--- src/rtl/ps2_pkg.sv ---
// Shared PS/2 definitions: protocol constants, frame FSM states and the
// scan-code set 2 to ASCII lookup used by the key decoder.
package ps2_pkg;

  localparam logic [7:0]  PS2_BREAK      = 8'hF0;
  localparam logic [7:0]  PS2_EXT        = 8'hE0;
  localparam int unsigned PS2_FRAME_BITS = 11;

  typedef enum logic {
    IDLE,
    SHIFT
  } ps2_frame_state_e;

  // Returns {mapped, ascii}; unmapped codes give {1'b0, 8'h00}.
  function automatic logic [8:0] ps2_scancode_ascii(input logic [7:0] code);
    logic [8:0] r;
    r = '0;
    case (code)
      8'h1C: r = {1'b1, 8'h41}; // A
      8'h32: r = {1'b1, 8'h42}; // B
      8'h21: r = {1'b1, 8'h43}; // C
      8'h23: r = {1'b1, 8'h44}; // D
      8'h24: r = {1'b1, 8'h45}; // E
      8'h2B: r = {1'b1, 8'h46}; // F
      8'h34: r = {1'b1, 8'h47}; // G
      8'h33: r = {1'b1, 8'h48}; // H
      8'h43: r = {1'b1, 8'h49}; // I
      8'h3B: r = {1'b1, 8'h4A}; // J
      8'h42: r = {1'b1, 8'h4B}; // K
      8'h4B: r = {1'b1, 8'h4C}; // L
      8'h3A: r = {1'b1, 8'h4D}; // M
      8'h31: r = {1'b1, 8'h4E}; // N
      8'h44: r = {1'b1, 8'h4F}; // O
      8'h4D: r = {1'b1, 8'h50}; // P
      8'h15: r = {1'b1, 8'h51}; // Q
      8'h2D: r = {1'b1, 8'h52}; // R
      8'h1B: r = {1'b1, 8'h53}; // S
      8'h2C: r = {1'b1, 8'h54}; // T
      8'h3C: r = {1'b1, 8'h55}; // U
      8'h2A: r = {1'b1, 8'h56}; // V
      8'h1D: r = {1'b1, 8'h57}; // W
      8'h22: r = {1'b1, 8'h58}; // X
      8'h35: r = {1'b1, 8'h59}; // Y
      8'h1A: r = {1'b1, 8'h5A}; // Z
      8'h45: r = {1'b1, 8'h30}; // 0
      8'h16: r = {1'b1, 8'h31}; // 1
      8'h1E: r = {1'b1, 8'h32}; // 2
      8'h26: r = {1'b1, 8'h33}; // 3
      8'h25: r = {1'b1, 8'h34}; // 4
      8'h2E: r = {1'b1, 8'h35}; // 5
      8'h36: r = {1'b1, 8'h36}; // 6
      8'h3D: r = {1'b1, 8'h37}; // 7
      8'h3E: r = {1'b1, 8'h38}; // 8
      8'h46: r = {1'b1, 8'h39}; // 9
      8'h29: r = {1'b1, 8'h20}; // space
      8'h5A: r = {1'b1, 8'h0D}; // Enter
      default: r = '0;
    endcase
    return r;
  endfunction

endpackage

--- src/rtl/ps2_scancode_to_ascii.sv ---
// Combinational scan-code set 2 to ASCII translator.
module ps2_scancode_to_ascii
  import ps2_pkg::*;
(
  input  logic [7:0] code_i,
  output logic [7:0] ascii_o,
  output logic       mapped_o
);

  // Table lookup through the shared package function.
  always_comb begin
    {mapped_o, ascii_o} = ps2_scancode_ascii(code_i);
  end

endmodule

--- src/rtl/ps2_key_decoder.sv ---
// PS/2 keyboard receiver and make/break decoder feeding a UART transmitter.
// ps2_byte carries the ASCII of the last make code, ps2_state is the
// key-held level whose rising edge triggers one UART transmission.
// Optional build macro: PS2_PARITY_CHECK_EN drops frames with bad odd parity
// or a low stop bit.
module ps2_key_decoder
  import ps2_pkg::*;
#(
  parameter int unsigned TIMEOUT_CYCLES = 100000
) (
  input  logic       clk,
  input  logic       rst_n,
  input  logic       ps2k_clk,
  input  logic       ps2k_data,
  output logic [7:0] ps2_byte,
  output logic       ps2_state
);

  localparam int unsigned       WDOG_W    = $clog2(TIMEOUT_CYCLES + 1);
  localparam logic [WDOG_W-1:0] WDOG_LAST = WDOG_W'(TIMEOUT_CYCLES - 1);
  localparam logic [3:0]        CNT_PAR   = 4'(PS2_FRAME_BITS - 2);
  localparam logic [3:0]        CNT_STOP  = 4'(PS2_FRAME_BITS - 1);

  logic [2:0]        clk_sync_q;
  logic [1:0]        dat_sync_q;
  logic              fall;
  logic              bit_in;

  ps2_frame_state_e  state_q, state_d;
  logic [3:0]        cnt_q, cnt_d;
  logic [7:0]        shift_q, shift_d;
  logic [WDOG_W-1:0] wdog_q, wdog_d;
  logic              frame_done_q, frame_done_d;
  logic              frame_ok;

`ifdef PS2_PARITY_CHECK_EN
  logic              parity_q, parity_d;
`endif

  logic              brk_q, brk_d;
  logic [7:0]        byte_q, byte_d;
  logic              held_q, held_d;
  logic [7:0]        map_ascii;
  logic              map_hit;

  // Synchronise the keyboard lines; idle-high reset avoids a false edge.
  always_ff @(posedge clk or negedge rst_n) begin
    if (!rst_n) begin
      clk_sync_q <= '1;
      dat_sync_q <= '1;
    end else begin
      clk_sync_q <= {clk_sync_q[1:0], ps2k_clk};
      dat_sync_q <= {dat_sync_q[0], ps2k_data};
    end
  end

  assign fall   = clk_sync_q[2] & ~clk_sync_q[1];
  assign bit_in = dat_sync_q[1];

  // Frame FSM, bit counter, shifter and watchdog registers.
  always_ff @(posedge clk or negedge rst_n) begin
    if (!rst_n) begin
      state_q      <= IDLE;
      cnt_q        <= '0;
      shift_q      <= '0;
      wdog_q       <= '0;
      frame_done_q <= 1'b0;
`ifdef PS2_PARITY_CHECK_EN
      parity_q     <= 1'b0;
`endif
    end else begin
      state_q      <= state_d;
      cnt_q        <= cnt_d;
      shift_q      <= shift_d;
      wdog_q       <= wdog_d;
      frame_done_q <= frame_done_d;
`ifdef PS2_PARITY_CHECK_EN
      parity_q     <= parity_d;
`endif
    end
  end

  // Next-state logic; a falling edge takes priority over watchdog expiry.
  always_comb begin
    state_d = state_q;
    cnt_d   = cnt_q;
    shift_d = shift_q;
    wdog_d  = wdog_q;
`ifdef PS2_PARITY_CHECK_EN
    parity_d = parity_q;
`endif
    unique case (state_q)
      IDLE: begin
        wdog_d = '0;
        if (fall && !bit_in) begin
          state_d = SHIFT;
          cnt_d   = 4'd1;
        end
      end
      SHIFT: begin
        if (fall) begin
          wdog_d = '0;
          if (cnt_q == CNT_STOP) begin
            state_d = IDLE;
            cnt_d   = '0;
          end else begin
            cnt_d = cnt_q + 4'd1;
            if (cnt_q < CNT_PAR) begin
              shift_d = {bit_in, shift_q[7:1]};
            end
`ifdef PS2_PARITY_CHECK_EN
            if (cnt_q == CNT_PAR) begin
              parity_d = bit_in;
            end
`endif
          end
        end else if (wdog_q == WDOG_LAST) begin
          state_d = IDLE;
          cnt_d   = '0;
          wdog_d  = '0;
          shift_d = '0;
        end else begin
          wdog_d = wdog_q + 1'b1;
        end
      end
      default: begin
        state_d = IDLE;
        cnt_d   = '0;
      end
    endcase
  end

  // Frame acceptance: odd parity plus stop=1 when checking is built in.
  always_comb begin
`ifdef PS2_PARITY_CHECK_EN
    frame_ok = bit_in & (^{shift_q, parity_q});
`else
    frame_ok = 1'b1;
`endif
  end

  // FSM output: one-cycle frame_done on the accepted stop bit.
  always_comb begin
    frame_done_d = 1'b0;
    if (state_q == SHIFT && fall && cnt_q == CNT_STOP) begin
      frame_done_d = frame_ok;
    end
  end

  ps2_scancode_to_ascii u_map (
    .code_i   (shift_q),
    .ascii_o  (map_ascii),
    .mapped_o (map_hit)
  );

  // Make/break decode; shift_q is stable while frame_done_q is high.
  always_comb begin
    brk_d  = brk_q;
    byte_d = byte_q;
    held_d = held_q;
    if (frame_done_q) begin
      if (shift_q == PS2_BREAK) begin
        brk_d = 1'b1;
      end else if (shift_q != PS2_EXT) begin
        if (brk_q) begin
          brk_d  = 1'b0;
          held_d = 1'b0;
        end else if (map_hit) begin
          byte_d = map_ascii;
          held_d = 1'b1;
        end
      end
    end
  end

  // Decoder registers; byte and level update on the same edge.
  always_ff @(posedge clk or negedge rst_n) begin
    if (!rst_n) begin
      brk_q  <= 1'b0;
      byte_q <= '0;
      held_q <= 1'b0;
    end else begin
      brk_q  <= brk_d;
      byte_q <= byte_d;
      held_q <= held_d;
    end
  end

  assign ps2_byte  = byte_q;
  assign ps2_state = held_q;

endmodule

--- config.mk ---
export PLATFORM = sky130hd
export DESIGN_NAME = ps2_key_decoder
export DESIGN_NICKNAME = d
export VERILOG_FILES = /design/src/rtl/ps2_pkg.sv /design/src/rtl/ps2_scancode_to_ascii.sv /design/src/rtl/ps2_key_decoder.sv
export SDC_FILE = /design/constraint.sdc
export NUM_CORES = 1
export LEC_CHECK = 0
export ABC_AREA = 1
export CAP_MARGIN = 30
export CORE_MARGIN = 1
export CORE_UTILIZATION = 40
export DETAILED_ROUTE_END_ITERATION = 16
export PLACE_DENSITY = 0.67
export REMOVE_ABC_BUFFERS = 1
export SLEW_MARGIN = 20
export SYNTH_ARGS = -nofsm -noshare
export SYNTH_HDL_FRONTEND = slang
export SYNTH_SLANG_ARGS = --single-unit
--- constraint.sdc ---
create_clock -name clk -period 1.8 [get_ports clk]
set_input_delay 0.18 -clock clk [delete_from_list [all_inputs] [get_ports clk]]
set_output_delay 0.18 -clock clk [all_outputs]
set_load 0.01 [all_outputs]
# Word level (Yosys, flattened, before mapping)
# Memory sizes are Yosys's and may differ from the RTL's.
# Index checks and enable logic that the tools add are counted.
# Widths: inputs -> output; s select.
op_classes:
  order_cmp: 1
  n_reduce_logical: 12
  n_bitwise: 5
  n_eq_ne: 8
  n_mux: 23
  n_addsub: 2
op_table:
  columns: ["cell", "count"]
  rows:
  - ["$mux 17", 2]
  - ["$pmux 17 s2", 1]
  - ["$mux 8", 4]
  - ["$add 17x1->17 const B", 1]
  - ["$eq 17x17->1 const B", 1]
  - ["$mux 4", 4]
  - ["$mux 1", 9]
  - ["$mux 9", 1]
  - ["$eq 8x8->1 const B", 1]
  - ["$ne 8x8->1 const B", 1]
  - ["$pmux 4 s2", 1]
  - ["$reduce_and 4->1", 2]
  - ["$reduce_bool 2->1", 3]
  - ["$reduce_and 5->1", 1]
  - ["$add 4x1->4 const B", 1]
  - ["$eq 4x4->1 const B", 1]
  - ["$lt 4x4->1 const B", 1]
  - ["$ne 2x2->1 const B", 2]
  - ["$not 1->1", 4]
  - ["$reduce_and 2->1", 2]
  - ["$logic_and 1x1->1", 3]
  - ["$ne 3x2->1 const B", 1]
  - ["$ne 2x1->1 const B", 1]
  - ["$pmux 1 s2", 1]
  - ["other kinds (2)", 2]
word_totals:
  n_memories: 1
  register_bits: 46
  inputBits: 4
  rom_bits: 1024
mem_list:
  columns: ["memory", "depth", "width", "rd", "rd_clocked_by_memory_dff", "wr", "line", "text"]
  rows:
  - ["(no name shown)", 128, 8, 1, 0, 0, "ps2_pkg.sv:18", "case (code)"]

# Logic depth before layout (Yosys ltp)
# Gate-level depths: netlist of the first run.
depth:
  depth_word: 5
  mapped_depth: 12
  ltp_nobuf: 12

# Hierarchy
# Synthesis of the first run repeated with hierarchy kept, for this count alone.
unflattened:
  cells_unflattened: 463
  area_unflattened_um2: 3166.8
by_module_without_submodules:
  columns: ["module", "n_inst", "area_per_inst_um2", "cells_each"]
  rows:
  - ["ps2_key_decoder", 1, 2289.7, 280]
  - ["ps2_scancode_to_ascii", 1, 877.1, 183]

# Least setup slack after synthesis of the first run
# Ideal clock, no wire load.
synth_path:
  path_kind: "reg2reg"
  from: "register shift_q[1]"
  to: "register byte_q[1] (netlist: ps2_byte[1])"
  arrival_time_ns: 1.720
  stages_incl_launch_ff: 13
  setup_ns: 0.118
  path_buffers: 1
  setup_slack_ns: -0.037
  period_less_slack_ns: 1.837
  path_cell_list: "dfrtp_1 inv_1 ha_1 nand2_4 nand2_2 nand2_1 nand2_1 nand3_2 nand2_2 nand3_4 buf_6 nand2_1 o21ai_2"
synth_between:
  elab_chain_cells: 3
  elab_cells_between_ends: 6
  cone_classes: "2 x eq/ne; 1 x mux; 1 x bitwise; 1 x reduce/logical; 1 x memory"
synth_rtl:
  columns: ["item", "line", "text"]
  rows:
  - ["from (decl)", "ps2_key_decoder.sv:31", "logic [7:0] shift_q, shift_d;"]
  - ["from (signal assigned)", "ps2_key_decoder.sv:74", "shift_q <= shift_d;"]
  - ["$mem_v2 128x8 or $eq 8x8->1 (tied branches)", null, null]
  - ["$mux 9 or $not 1->1 (tied branches)", null, null]
  - ["$reduce_and 5->1 (no source line)", null, null]
  - ["to (signal assigned)", "ps2_key_decoder.sv:184", "byte_q <= byte_d;"]
  - ["to (decl)", "ps2_key_decoder.sv:41", "logic [7:0] byte_q, byte_d;"]
# Parallel ways exist; a longest one is shown, timed or not.
# A chain may end at the register's enable or synchronous reset.

# Worst setup path in the final report of the first run
layout_path:
  from: "register shift_q[0]"
  to: "register byte_q[5] (netlist: ps2_byte[5])"
# Same word-level chain as after synthesis.

==> results of run 1 <==
## sequential cells by signal (all words and copies together) (netlist names)
name and cells:
wdog_q 17, shift_q 8, ps2_byte 7, cnt_q 4, clk_sync_q 3, dat_sync_q 2
brk_q 1, frame_done_q 1, ps2_state 1, state_q 1
## how the worst max path moves through the flow
stage	from	depth (start not counted)	end
global route	shift_q[1]$_DFFE_PN0P_	12	ps2_byte[2]$_DFFE_PN0P_
floorplan	shift_q[1]$_DFFE_PN0P_	11	ps2_byte[1]$_DFFE_PN0P_
finish	shift_q[0]$_DFFE_PN0P_	12	ps2_byte[5]$_DFFE_PN0P_
global placement	shift_q[0]$_DFFE_PN0P_	12	ps2_byte[5]$_DFFE_PN0P_
detailed placement	shift_q[1]$_DFFE_PN0P_	11	ps2_byte[5]$_DFFE_PN0P_
CTS	shift_q[1]$_DFFE_PN0P_	11	ps2_byte[5]$_DFFE_PN0P_
## through the flow
step	util, %	hold WS (ns)	power (mW)	cells	setup TNS [ns]
CTS	46.29	0.2515	2.238	539	0
finish	46.96	0.2553	2.212	540	0
global route	46.96	0.2536	2.350	540	-0.01553
detailed placement	44.85	0.3121	1.548	530	0
floorplan	-	-0.1156	1.430	409	-0.1963
global placement	44.85	0.3055	1.537	530	0
## logic make-up after synthesis
logic type | count (synthesis) | share of synthesized area [%]
adders and majority gates | 8 | 3.287
buffers and inverters | 60 | 9.285
and+or+nand+nor | 252 | 38.00
DFF | 45 | 37.18
xor gates and xnor gates | 6 | 1.726
other | 1 | 0.1231
AOI/OAI and AO/OA | 50 | 10.39
## cell usage in the layout (no fill, tap or decap), drive strengths merged
cell type        n
buf             12
nor2            40
xnor2            1
dfrtp           40
dlygate4sd3      1
xor2             5
or2              2
nand2          139
a211oi           1
nor4             2
dfstp            5
clkbuf           5
inv             50
a21oi           11
o41ai            2
o2111ai          1
a31oi            2
clkdlybuf4s50   10
a21boi           2
conb             1
nor3            18
nand3           44
o21ai           28
o211ai           3
ha               8
nand4            8
## layout make-up
| type | count | share of cell area [%] |
|---|---|---|
| Clock buffer | 5 | 2.010 |
| Sequential cell | 45 | 33.10 |
| Tap cell | 99 | 3.617 |
| Clock inverter | 3 | 0.7673 |
| Inverter | 47 | 5.371 |
| Multi-Input combinational cell | 318 | 48.89 |
| Timing Repair Buffer | 23 | 6.248 |
## repair_timing
action,CTS,global route
setup endpoints to repair,0,9
gates resized for setup,0,13
hold buffers,1,0
endpoints found under the hold margin,40,0
## power by group
group	switching, mW	internal [mW]
clock network	0.392	0.289
registers	0.0679	1.10
logic	0.237	0.124
## routing by layer
layer / up-vias / GRT usage, % / part of all wire [%]
met2: 88 / 31.58 / 48
met4: 0 / 5.916 / 1.6
li1: 1414 / - / -
met3: 13 / 3.509 / 5.0
met5: - / 0 / 0
met1: 1282 / 25.10 / 45
==> impl_metrics.env, run 1 <==
export IMPL_critPathKind="flip-flop to flip-flop"
export IMPL_critPathSlowestCell="dfrtp_1"
export IMPL_critPathTopFamily="simple AND/OR/NAND/NOR gates"
export IMPL_coreArea_um2=7292
export IMPL_stdcell_area_um2=3425
export IMPL_postCtsSetupRepairBufs=0
export IMPL_grt_max_degree=46
export IMPL_portBuffers=11
export IMPL_routedWlPerCell_um=12.86
export IMPL_rows=31
export IMPL_dieArea_um2=7966
export IMPL_synth_edf_count=0
export IMPL_placed_area_um2=3271
export IMPL_path_cells="buf_4, ha_1, nand2_4, nand3_2, nand2_1, nand2_1, nand2_1, nand2_2, nand3_4, inv_1, nand2_1, nand2_1"
export IMPL_syn_area_per_cell_um2=7.217
export IMPL_fp_dieH_um=89.26
export IMPL_worst_path_buf_inv=2
export IMPL_async_flop_share_pct=100.0
export IMPL_min_to="dat_sync_q[0]$_DFF_PN1_"
export IMPL_fill_cells=770
export IMPL_drt_pass1_iterations=4
export IMPL_multiInputGateArea_um2=1674
export IMPL_drc=0
export IMPL_worstPathArrival_ns=1.90
export IMPL_synthTopCellsByArea="dfrtp_1 (33%), nand2_1 (16%), nand3_1 (6.4%), inv_1 (5.3%), dfstp_2 (4.3%)"
export IMPL_worst_setup_path_end_kind="flip-flop"
export IMPL_crit_path_max_incr_delay_ns=0.39
export IMPL_path_common_cell="nand2_1"
export IMPL_rr_startpoint="shift_q[0]$_DFFE_PN0P_"
export IMPL_slew_violations=0
export IMPL_antenna_found_initial=0
export IMPL_synthCells=422
export IMPL_grt_use_total_pct=18.98
export IMPL_max_cap_violations=0
export IMPL_area_delta_synth_final_pct=12.45
export IMPL_regArea_um2=1134
export IMPL_worst_pin_slew_ns=0.5765
export IMPL_antenna_cells=0
export IMPL_pre_cts_ws_ns=0.06799
export IMPL_grt_pass1_wl_um=11590
export IMPL_fmax_mhz=590.8
export IMPL_tritoncts="built"
export IMPL_wirelength_um=6947
export IMPL_synth_cell_types=36
export IMPL_cts_num_sinks=45
export IMPL_holdCritStartpoint="ps2k_data"
export IMPL_hold_viol_final=0
export IMPL_cts_buffers=5
export IMPL_min_period_ns=1.693
export IMPL_fin_ws_ns=0.1075
export IMPL_rsz0062_at_grt="true"
export IMPL_cts_clk_slew_worst_paths_ns=0.10
export IMPL_hold_depth=1
export IMPL_clk_path_buf_depth=2
export IMPL_peakVddDrop_v=0.0004611
export IMPL_reg2reg_depth=12
export IMPL_r2r_slack_ns=0.11
export IMPL_cts_htree_levels=2
export IMPL_hpwl_um=4996
export IMPL_cp_start_kind="flip-flop"
export IMPL_power_density_nw_per_um2=645.8
export IMPL_io_pins=13
export IMPL_ys_flop_type="dfrtp_1"
export IMPL_fin_crit_sh_pct=94.03
export IMPL_drtAntennaViolNets=0
export IMPL_synth_largest_area_cell="dfrtp_1"
export IMPL_start_util_pct=41.76
export IMPL_yosys_warnings=0
export IMPL_path_max_fanout=7
export IMPL_hold_class="input pin to flip-flop"
export IMPL_final_nets=452
export IMPL_cp_required_ns=2.01
export IMPL_num_vias=2797
export IMPL_worstSkewPairLatency_ns=0.31
export IMPL_layout_drive_gt1_share_pct=17.01
export IMPL_r2r_end="ps2_byte[5]$_DFFE_PN0P_"
export IMPL_grt_ovfl_total=0
export IMPL_setup_violations_final=0
export IMPL_grt_pass1_vias=2600
export IMPL_synthTopCellsByCount="nand2_1 (129), inv_1 (43), dfrtp_1 (40)"
export IMPL_max_slew_margin_pct=61.56
export IMPL_ys_seq_area_share_pct=37.18
export IMPL_clock_skew_ns=0.01356
export IMPL_netlist_area_um2=3045
export IMPL_place_gp_congestion=0.9193
export IMPL_first_iter_violations=193
export IMPL_yosysTopAreaCellShare_pct=32.87
export IMPL_status="finished, final reports clean"
export IMPL_ys_ff_latch=45
export IMPL_cts_root_buf="clkbuf_8"
export IMPL_die_w_um=89.26
export IMPL_power_leakage_nw=1.557
export IMPL_synth_most_common_cell="nand2_1"
export IMPL_via_per_inst=5.180
No activity file was read; power rests on OpenSTA's default activity.
==> inputs of run 2 (changes only) <==
--- a/config.mk
+++ b/config.mk
@@ -5,7 +5,6 @@
 export SDC_FILE = /design/constraint.sdc
 export NUM_CORES = 1
 export LEC_CHECK = 0
-export ABC_AREA = 1
 export CAP_MARGIN = 30
 export CORE_MARGIN = 1
 export CORE_UTILIZATION = 40
==> run 2 against run 1 <==
The flow now finishes with violations (negative setup slack). Critical path depth decreased by 3. Via count increased by 0.29%. Cell area increased by 20%. Global-route usage increased by 2.4 points. Die area decreased by 1.3%. Synthesized area decreased by 1.4%. Non-clock buffer count increased by 76. Critical endpoint is now ps2_byte[2]$_DFFE_PN0P_. Highest routed layer unchanged.
==> impl_metrics.env, run 2 <==
export IMPL_cts_num_sinks=45
export IMPL_cts_clk_slew_worst_paths_ns=0.08
export IMPL_hold_class="input pin to flip-flop"
export IMPL_max_cap_violations=0
export IMPL_rsz0062_at_grt="true"
export IMPL_via_per_inst=5.479
export IMPL_async_flop_share_pct=100.0
export IMPL_slew_violations=0
export IMPL_netlist_area_um2=3004
export IMPL_start_util_pct=41.42
export IMPL_peakVddDrop_v=0.0004503
export IMPL_clock_skew_ns=0.01431
export IMPL_hold_viol_final=0
export IMPL_largest_reg_flops=17
export IMPL_cts_htree_levels=2
export IMPL_placed_area_um2=3729
export IMPL_fp_dieH_um=88.66
export IMPL_cts_root_buf="clkbuf_8"
export IMPL_syn_area_per_cell_um2=9.131
export IMPL_stdcell_area_um2=4106
export IMPL_layout_common_cells="buf_4 (79), dfrtp_1 (39), nor2_1 (36)"
export IMPL_rows=31
export IMPL_ys_seq_area_share_pct=37.69
export IMPL_top_register="wdog_q"
export IMPL_drc=0
export IMPL_grt_use_total_pct=21.34
export IMPL_antenna_found_initial=0
export IMPL_critPathKind="flip-flop to flip-flop"
export IMPL_failed_checks="negative setup slack"
export IMPL_dp_cells=496
export IMPL_drtAntennaViolNets=0
export IMPL_fin_ws_ns=-0.2009
export IMPL_setup_violations_final=16
export IMPL_portBuffers=11
export IMPL_grt_ovfl_total=0
export IMPL_worst_setup_path_end_kind="flip-flop"
export IMPL_instances_no_fill=512
export IMPL_worstPathArrival_ns=2.19
export IMPL_tritoncts="built"
export IMPL_synth_largest_area_cell="dfrtp_1"
export IMPL_num_vias=2805
export IMPL_cp_start_kind="flip-flop"
export IMPL_cp_required_ns=1.99
export IMPL_coreArea_um2=7253
export IMPL_synth_edf_count=0
export IMPL_final_util_pct=56.62
export IMPL_min_period_ns=2.001
export IMPL_ys_ff_latch=45
export IMPL_hpwl_um=5862
export IMPL_io_pins=13
export IMPL_yosysTopAreaCellShare_pct=33.32
export IMPL_grt_pass1_vias=2697
export IMPL_dieArea_um2=7861
export IMPL_status="finished with violations"
export IMPL_antenna_cells=0
export IMPL_yosys_warnings=0
export IMPL_power_leakage_nw=1.753
export IMPL_grt_pass1_wl_um=13020
export IMPL_drt_pass1_iterations=4
export IMPL_first_iter_violations=219
export IMPL_power_density_nw_per_um2=1368
export IMPL_final_nets=424
export IMPL_synthTopCellsByArea="dfrtp_1 (33%), nor2_1 (4.6%), dfstp_2 (4.4%), mux2_4 (3.5%), nand2_1 (3.4%)"
export IMPL_worst_pin_slew_ns=0.5513
export IMPL_ys_flop_type="dfrtp_1"
export IMPL_synthTopCellsByCount="dfrtp_1 (40), nor2_1 (37), nand2_1 (27)"
export IMPL_fin_crit_sh_pct=111.2
export IMPL_wirelength_um=7888
export IMPL_synth_most_common_cell="dfrtp_1"
export IMPL_fmax_mhz=499.8
export IMPL_die_w_um=88.66
export IMPL_synth_cell_types=61
export IMPL_regArea_um2=1134
export IMPL_area_delta_synth_final_pct=36.69
export IMPL_cts_buffers=5
export IMPL_path_max_fanout=5
export IMPL_fill_cells=648
export IMPL_clk_path_buf_depth=2
export IMPL_synthCells=329
export IMPL_max_slew_margin_pct=63.25
export IMPL_grt_max_degree=46
export IMPL_layout_drive_gt1_share_pct=36.32
export IMPL_layout_commonest_cell="buf_4"
export IMPL_worstSkewPairLatency_ns=0.31
export IMPL_place_gp_congestion=0.8841
export IMPL_multiInputGateArea_um2=1898
export IMPL_routedWlPerCell_um=15.41
run 2: cell types whose count changed after synthesis, moves of 9 or more:
cell,previous run,this run
nand2_1,129,27
inv_1,43,8
nand3_1,39,9
nor3_1,18,4
a22oi_1,0,11
o2bb2ai_1,0,10
nor2b_1,0,9
o21ai_2,10,1
run 2: where the power goes:
| group | switching, mW | total, mW | leakage, nW | internal (mW) |
|---|---|---|---|---|
| logic | 1.78 | 3.57 | 1.11 | 1.79 |
| registers | 0.219 | 1.39 | 0.594 | 1.17 |
| clock network | 0.353 | 0.664 | 0.0512 | 0.311 |
run 2: what timing repair did:
| item | in CTS | in global routing |
|---|---|---|
| resized for setup | 23 | 25 |
| pin swaps | 11 | 8 |
| hold buffers | 1 | 0 |
| endpoints found under the setup margin | 34 | 36 |
| buffers inserted | 4 | 3 |
| endpoints found under the hold margin | 40 | 0 |
run 2: stage by stage:
step	setup WS (ns)	TNS (ns)	hold slack, ns	total power [mW]
3_5_place_dp	-0.4285	-4.397	0.2914	4.474
2_1_floorplan	-0.6281	-4.923	-0.1156	2.891
3_3_place_gp	-0.3646	-3.377	0.2907	4.460
6_report	-0.2009	-1.728	0.2849	5.616
4_1_cts	-0.2176	-1.482	0.2732	5.339
5_1_grt	-0.2788	-2.957	0.2899	5.984
run 2: cells by family (layout without fill, tap and decap cells):
logic type,count (synthesis),count (layout),share of synthesized area [%]
compound gates,94,94,23.41
flops,45,45,37.69
simple gates,121,121,19.91
other cells,1,1,0.1248
buf+inv,31,115,5.331
fa+ha+maj,8,8,3.332
xor+xnor,17,17,4.957
mux,12,12,5.248
run 2: final cells by class:
cell class	count	area share, %
multi-input combinational	253	46.22
clock buffer	6	2.011
clock inverter	2	0.3352
tap	99	3.016
timing repair buffer	99	20.08
inverter	8	0.7313
sequential	45	27.61
run 2: worst max-delay path, cell delays in order, from the launching register on:
cell     delay, ns
dfrtp_1       0.38
inv_2         0.06
buf_6         0.13
ha_4          0.17
buf_6         0.11
mux2i_2       0.16
nor2_1        0.07
a311o_1       0.32
a32o_2        0.26
mux2_4        0.25
run 2: layer usage:
| metal | GRT usage [%] | up-vias | wire length (um) |
|---|---|---|---|
| met5 | 0 | - | 0 |
| met2 | 34.69 | 64 | 3790 |
| li1 | - | 1357 | - |
| met4 | 7.038 | 0 | 156 |
| met1 | 29.43 | 1371 | 3647 |
| met3 | 2.612 | 13 | 294 |
run 2: worst paths after layout:
path                                          from                 endpoint  slack [ns]  cells past startpoint
max reg2reg                 shift_q[0]$_DFFE_PN0P_  ps2_byte[2]$_DFFE_PN0P_       -0.20                      9
max in group asynchronous                    rst_n   shift_q[3]$_DFFE_PN0P_        0.90                      3
min reg2reg                dat_sync_q[0]$_DFF_PN1_  dat_sync_q[1]$_DFF_PN1_        0.35                      0
max                         shift_q[0]$_DFFE_PN0P_  ps2_byte[2]$_DFFE_PN0P_       -0.20                      9
min in group asynchronous                    rst_n      wdog_q[5]$_DFF_PN0_        0.48                      3
min                                      ps2k_data  dat_sync_q[0]$_DFF_PN1_        0.28                      1
